[src/rtl/rf_writeback_arbiter.sv]
// Register-file write-port arbiter: in-order WB has priority, and a 1-entry buffer holds
// one long-latency result until the port is free. Also tracks busy registers for ID hazards.
module rf_writeback_arbiter #(
    parameter int REG_ADDR_WIDTH = 5,
    parameter int DATA_WIDTH     = 32,
    parameter int NUM_REGS       = 32,
    parameter int STARVE_LIMIT   = 4
) (
    input  logic                      clk,
    input  logic                      rst,
    input  logic                      wb_valid_i,
    input  logic [REG_ADDR_WIDTH-1:0] wb_addr_i,
    input  logic [DATA_WIDTH-1:0]     wb_data_i,
    input  logic                      ll_valid_i,
    input  logic [REG_ADDR_WIDTH-1:0] ll_addr_i,
    input  logic [DATA_WIDTH-1:0]     ll_data_i,
    output logic                      ll_ready_o,
    input  logic                      issue_valid_i,
    input  logic [REG_ADDR_WIDTH-1:0] issue_rd_i,
    input  logic [REG_ADDR_WIDTH-1:0] id_rs1_addr_i,
    input  logic [REG_ADDR_WIDTH-1:0] id_rs2_addr_i,
    input  logic [REG_ADDR_WIDTH-1:0] id_rd_addr_i,
    input  logic                      id_rd_we_i,
    output logic                      hazard_stall_o,
    output logic                      wb_stall_o,
    output logic                      rf_we_o,
    output logic [REG_ADDR_WIDTH-1:0] rf_waddr_o,
    output logic [DATA_WIDTH-1:0]     rf_wdata_o
);

    localparam logic [3:0] STARVE_LIM4 = STARVE_LIMIT[3:0];

    logic [NUM_REGS-1:0]       busy_q, busy_d;
    logic                      buf_valid_q, buf_valid_d;
    logic [REG_ADDR_WIDTH-1:0] buf_addr_q, buf_addr_d;
    logic [DATA_WIDTH-1:0]     buf_data_q, buf_data_d;
    logic [3:0]                starve_q, starve_d;

    logic wb_write;
    logic drain;
    logic ll_accept;

    // A WB to register 0 is no write at all, so it never blocks the buffer.
    assign wb_write  = wb_valid_i && (wb_addr_i != '0);
    assign drain     = buf_valid_q && !wb_write;
    assign ll_accept = ll_valid_i && ll_ready_o;

    always_comb begin
        ll_ready_o = !rst && !buf_valid_q;
        wb_stall_o = !rst && buf_valid_q && (starve_q >= STARVE_LIM4);
    end

    always_comb begin
        rf_we_o    = 1'b0;
        rf_waddr_o = '0;
        rf_wdata_o = '0;
        if (!rst) begin
            if (wb_write) begin
                rf_we_o    = 1'b1;
                rf_waddr_o = wb_addr_i;
                rf_wdata_o = wb_data_i;
            end else if (buf_valid_q) begin
                rf_we_o    = 1'b1;
                rf_waddr_o = buf_addr_q;
                rf_wdata_o = buf_data_q;
            end
        end
    end

    // Index 0 is forced not-busy so x0 sources never stall.
    always_comb begin
        logic b_rs1, b_rs2, b_rd;
        b_rs1 = (id_rs1_addr_i != '0) && busy_q[id_rs1_addr_i];
        b_rs2 = (id_rs2_addr_i != '0) && busy_q[id_rs2_addr_i];
        b_rd  = (id_rd_addr_i  != '0) && busy_q[id_rd_addr_i];
        hazard_stall_o = !rst && (b_rs1 || b_rs2 || (id_rd_we_i && b_rd));
    end

    always_comb begin
        buf_valid_d = buf_valid_q;
        buf_addr_d  = buf_addr_q;
        buf_data_d  = buf_data_q;
        if (drain) begin
            buf_valid_d = 1'b0;
        end else if (ll_accept && (ll_addr_i != '0)) begin
            buf_valid_d = 1'b1;
            buf_addr_d  = ll_addr_i;
            buf_data_d  = ll_data_i;
        end
    end

    always_comb begin
        starve_d = starve_q;
        if (drain) begin
            starve_d = 4'd0;
        end else if (buf_valid_q && (starve_q != 4'hF)) begin
            starve_d = starve_q + 4'd1;
        end
    end

    // Clear before set so a same-cycle re-issue of the draining register stays busy.
    always_comb begin
        busy_d = busy_q;
        if (drain) begin
            busy_d[buf_addr_q] = 1'b0;
        end
        if (issue_valid_i && (issue_rd_i != '0)) begin
            busy_d[issue_rd_i] = 1'b1;
        end
        busy_d[0] = 1'b0;
    end

    always_ff @(posedge clk or posedge rst) begin
        if (rst) begin
            busy_q      <= '0;
            buf_valid_q <= 1'b0;
            buf_addr_q  <= '0;
            buf_data_q  <= '0;
            starve_q    <= 4'd0;
        end else begin
            busy_q      <= busy_d;
            buf_valid_q <= buf_valid_d;
            buf_addr_q  <= buf_addr_d;
            buf_data_q  <= buf_data_d;
            starve_q    <= starve_d;
        end
    end

endmodule

[config.mk]
export PLATFORM = sky130hd
export DESIGN_NAME = rf_writeback_arbiter
export DESIGN_NICKNAME = d
export VERILOG_FILES = /design/src/rtl/rf_writeback_arbiter.sv
export SDC_FILE = /design/constraint.sdc
export NUM_CORES = 1
export LEC_CHECK = 0
export ABC_AREA = 1
export CAP_MARGIN = 15
export CORE_UTILIZATION = 48
export CTS_CLUSTER_SIZE = 10
export DETAILED_ROUTE_END_ITERATION = 8
export PLACE_DENSITY = 0.81
export SYNTH_ARGS = -nofsm -noshare
export SYNTH_HDL_FRONTEND = slang
export SYNTH_SLANG_ARGS = --single-unit
export TNS_END_PERCENT = 100
[constraint.sdc]
create_clock -name clk -period 4.2 [get_ports clk]
set_input_delay 0.84 -clock clk [delete_from_list [all_inputs] [get_ports clk]]
set_output_delay 0.84 -clock clk [all_outputs]
set_load 0.1 [all_outputs]
==> flow_metrics.env <==
export IMPL_finClkSkew_ns=0.00796
export IMPL_yosysTopAreaCell="dfrtp_1"
export IMPL_ys_top_cells_by_count="nand2_1, inv_1, dfrtp_1"
export IMPL_rows=35
export IMPL_hold_viol=0
export IMPL_area_growth_pct=43.8
export IMPL_postRouteAntennaNets=0
export IMPL_synth_edf_count=0
export IMPL_synth_avg_cell_area_um2=6.67
export IMPL_rsz0062_at_grt="no"
export IMPL_endpoint_kind="output pin"
export IMPL_hold_depth=2
export IMPL_crit_fanout=18
export IMPL_r2r_end="busy_q[2]$_DFF_PP0_"
export IMPL_ys_async_sr_fraction_pct=100
export IMPL_num_vias=5423
export IMPL_synth_warnings=0
export IMPL_max_vdd_ir_drop_mv=0.344
export IMPL_reg2reg_from="buf_valid_q$_DFFE_PP0P_"
export IMPL_die_h_um=102
export IMPL_hold_path_startpoint="buf_data_q[25]$_DFFE_PP0P_"
export IMPL_htree_levels=3
export IMPL_die_area_um2=10300
export IMPL_slew_violations=0
export IMPL_viasPerCell=5.53
export IMPL_pwr_share_comb_pct=48.2
export IMPL_grt_overflow_total=0
export IMPL_io_buffers=140
export IMPL_fin_crit_ns=3.64
export IMPL_tightest_slew_ns=0.841
export IMPL_grtUsageTotal_pct=34.0
export IMPL_syn_nets=815
export IMPL_die_width_um=102
export IMPL_core_um2=9420
export IMPL_syn_area_um2=4760
export IMPL_drt_total_wl_mm=16.6
export IMPL_synthTopCellsByArea="dfrtp_1, nand2_1, nand3_1"
export IMPL_numClockSinks=73
export IMPL_ys_ff_latch=73
export IMPL_post_cts_buffers=0
export IMPL_drtPass1Iterations=5
export IMPL_wl_per_cell_um=17.0
export IMPL_fin_crit_sh_pct=86.6
export IMPL_drtIter0Drc=310
export IMPL_synth_cell_types=32
export IMPL_grt_pass1_vias=5497
export IMPL_r2r_cells=6
export IMPL_leakagePower_nw=3.22
export IMPL_diodes=0
export IMPL_ys_flop_type="dfrtp_1"
export IMPL_clockPowerShare_pct=17.5
export IMPL_status="complete, no violations"
export IMPL_gp_congestion=0.964
export IMPL_cts_hold_buffers=0
export IMPL_required_ns=3.36
export IMPL_power_frac_seq_pct=34.3
export IMPL_power_mw=3.85
export IMPL_grt_max_degree=69
export IMPL_power_density_nw_per_um2=563
export IMPL_cts_made_buffers=9
export IMPL_rrSetupSlack_ns=2.29
export IMPL_crit_type="input pin to output pin"
export IMPL_clk_pin_slew_ns=0.08
export IMPL_io_pins=141
export IMPL_clk_path_buf_depth=2
export IMPL_internal_power_mw=2.06
export IMPL_yosysMostFrequentCell="nand2_1"
export IMPL_initial_core_util_pct=50.6
export IMPL_cp_start_kind="input pin"
export IMPL_power_switching_mw=1.80
export IMPL_setup_viol=0
export IMPL_hpwl_mm=12.6
export IMPL_grt_pass1_wl_mm=26.8
export IMPL_nets=947
export IMPL_hold_path_class="flop to flop"
export IMPL_holdPathEnd="buf_data_q[25]$_DFFE_PP0P_"
export IMPL_cts_resized=0
export IMPL_cts_tree="yes"
export IMPL_max_cap_violations=0
export IMPL_utilization_pct=72.7
export IMPL_cp_data_arrival_time_ns=2.80
export IMPL_swShare_pct=46.6
export IMPL_root_buffer="clkbuf_8"
export IMPL_synthCells=714
export IMPL_slew_limit_headroom_pct=43.9
export IMPL_seq_area_frac_synth_pct=38.4
export IMPL_insertion_delay_ns=0.35
export IMPL_synth_top_area_share_pct=38.4
export IMPL_fmax_mhz=275
export IMPL_antenna_found_initial=0
export IMPL_drive_gt1_share_pct=11.5
export IMPL_drc=0
area by class of cell:
cell class | count | area [µm²]
well taps | 129 | 161
multi-input cells | 516 | 2390
inverters | 95 | 360
clock inverters | 7 | 119
fillers | 721 | 2570
clock buffers | 9 | 124
flip-flops and latches | 73 | 1830
repair buffers | 151 | 1860
worst max-delay path by stage:
stage / start / end
after floorplan: rst / rf_waddr_o[2]
after global placement: wb_addr_i[0] / rf_wdata_o[31]
after detailed placement: wb_addr_i[0] / rf_wdata_o[31]
after CTS: wb_addr_i[0] / rf_wdata_o[9]
after global routing: id_rs1_addr_i[2] / hazard_stall_o
final: wb_addr_i[0] / rf_wdata_o[9]
cell families (layout without fill, tap and decap cells):
group                    Yosys count  in the layout  synth area share (%)
AND/OR/NAND/NOR                  359            359                  31.3
AO/OA/AOI/OAI                    155            155                  18.3
buffers and inverters            125            262                  11.6
flip-flops                        73             73                  38.4
adder cells (fa/ha/maj)            1              1                 0.263
XOR/XNOR                           1              1                 0.184
routing by layer:
metal | global-route usage (%) | vias to the layer above | wire length [µm]
li1 | - | 2550 | -
met1 | 38.1 | 2505 | 6260
met2 | 55.3 | 303 | 7980
met3 | 11.6 | 65 | 1510
met4 | 22.1 | 0 | 871
met5 | 0 | - | 0
sequential cells by signal, indices dropped and copies added (netlist names):
name	flops
busy_q	31
starve_q	4
buf_data_q	32
buf_addr_q	5
buf_valid_q	1
worst max-delay path: stages:
cell,delay [ns]
clkdlybuf4s50_1,0.43
nor3_1,0.20
nand3_1,0.09
nand2_1,0.13
inv_2,0.08
nor2_8,0.22
buf_4,0.23
nand2_1,0.07
a21oi_1,0.27
buf_12,0.22
power by group through the flow:
stage	Clock, mW	Sequential, mW	Combinational [mW]
after global routing	0.706	1.36	2.02
after detailed placement	0	1.32	1.83
after global placement	0	1.30	1.78
after CTS	0.672	1.31	1.84
final	0.674	1.32	1.86
after floorplan	0	1.21	1.25
cell usage in the layout, fill, tap and decap left out, types with 22 or more instances in the layout:
| master | Yosys | final |
|---|---|---|
| buf_12 | 1 | 39 |
| nor2_1 | 23 | 23 |
| o21ai_1 | 38 | 41 |
| a21oi_1 | 22 | 22 |
| o21ai_0 | 66 | 63 |
| clkdlybuf4s50_1 | 0 | 98 |
| inv_1 | 89 | 88 |
| dfrtp_1 | 73 | 73 |
| nand3_1 | 70 | 70 |
| nand2_1 | 257 | 257 |
per-stage QoR:
stage                     setup TNS [ns]  instance area, µm²  worst slack [ns]  instances  hold slack, ns
after floorplan                   -0.380                4760            -0.190        714           0.453
after global placement                 0                6600             0.661        964           0.466
after detailed placement               0                6600             0.614        964           0.477
after CTS                              0                6850             0.586        980           0.497
after global routing                   0                6850             0.413        980           0.517
final                                  0                6850             0.563        980           0.495
(Power assumes the default switching activity.)
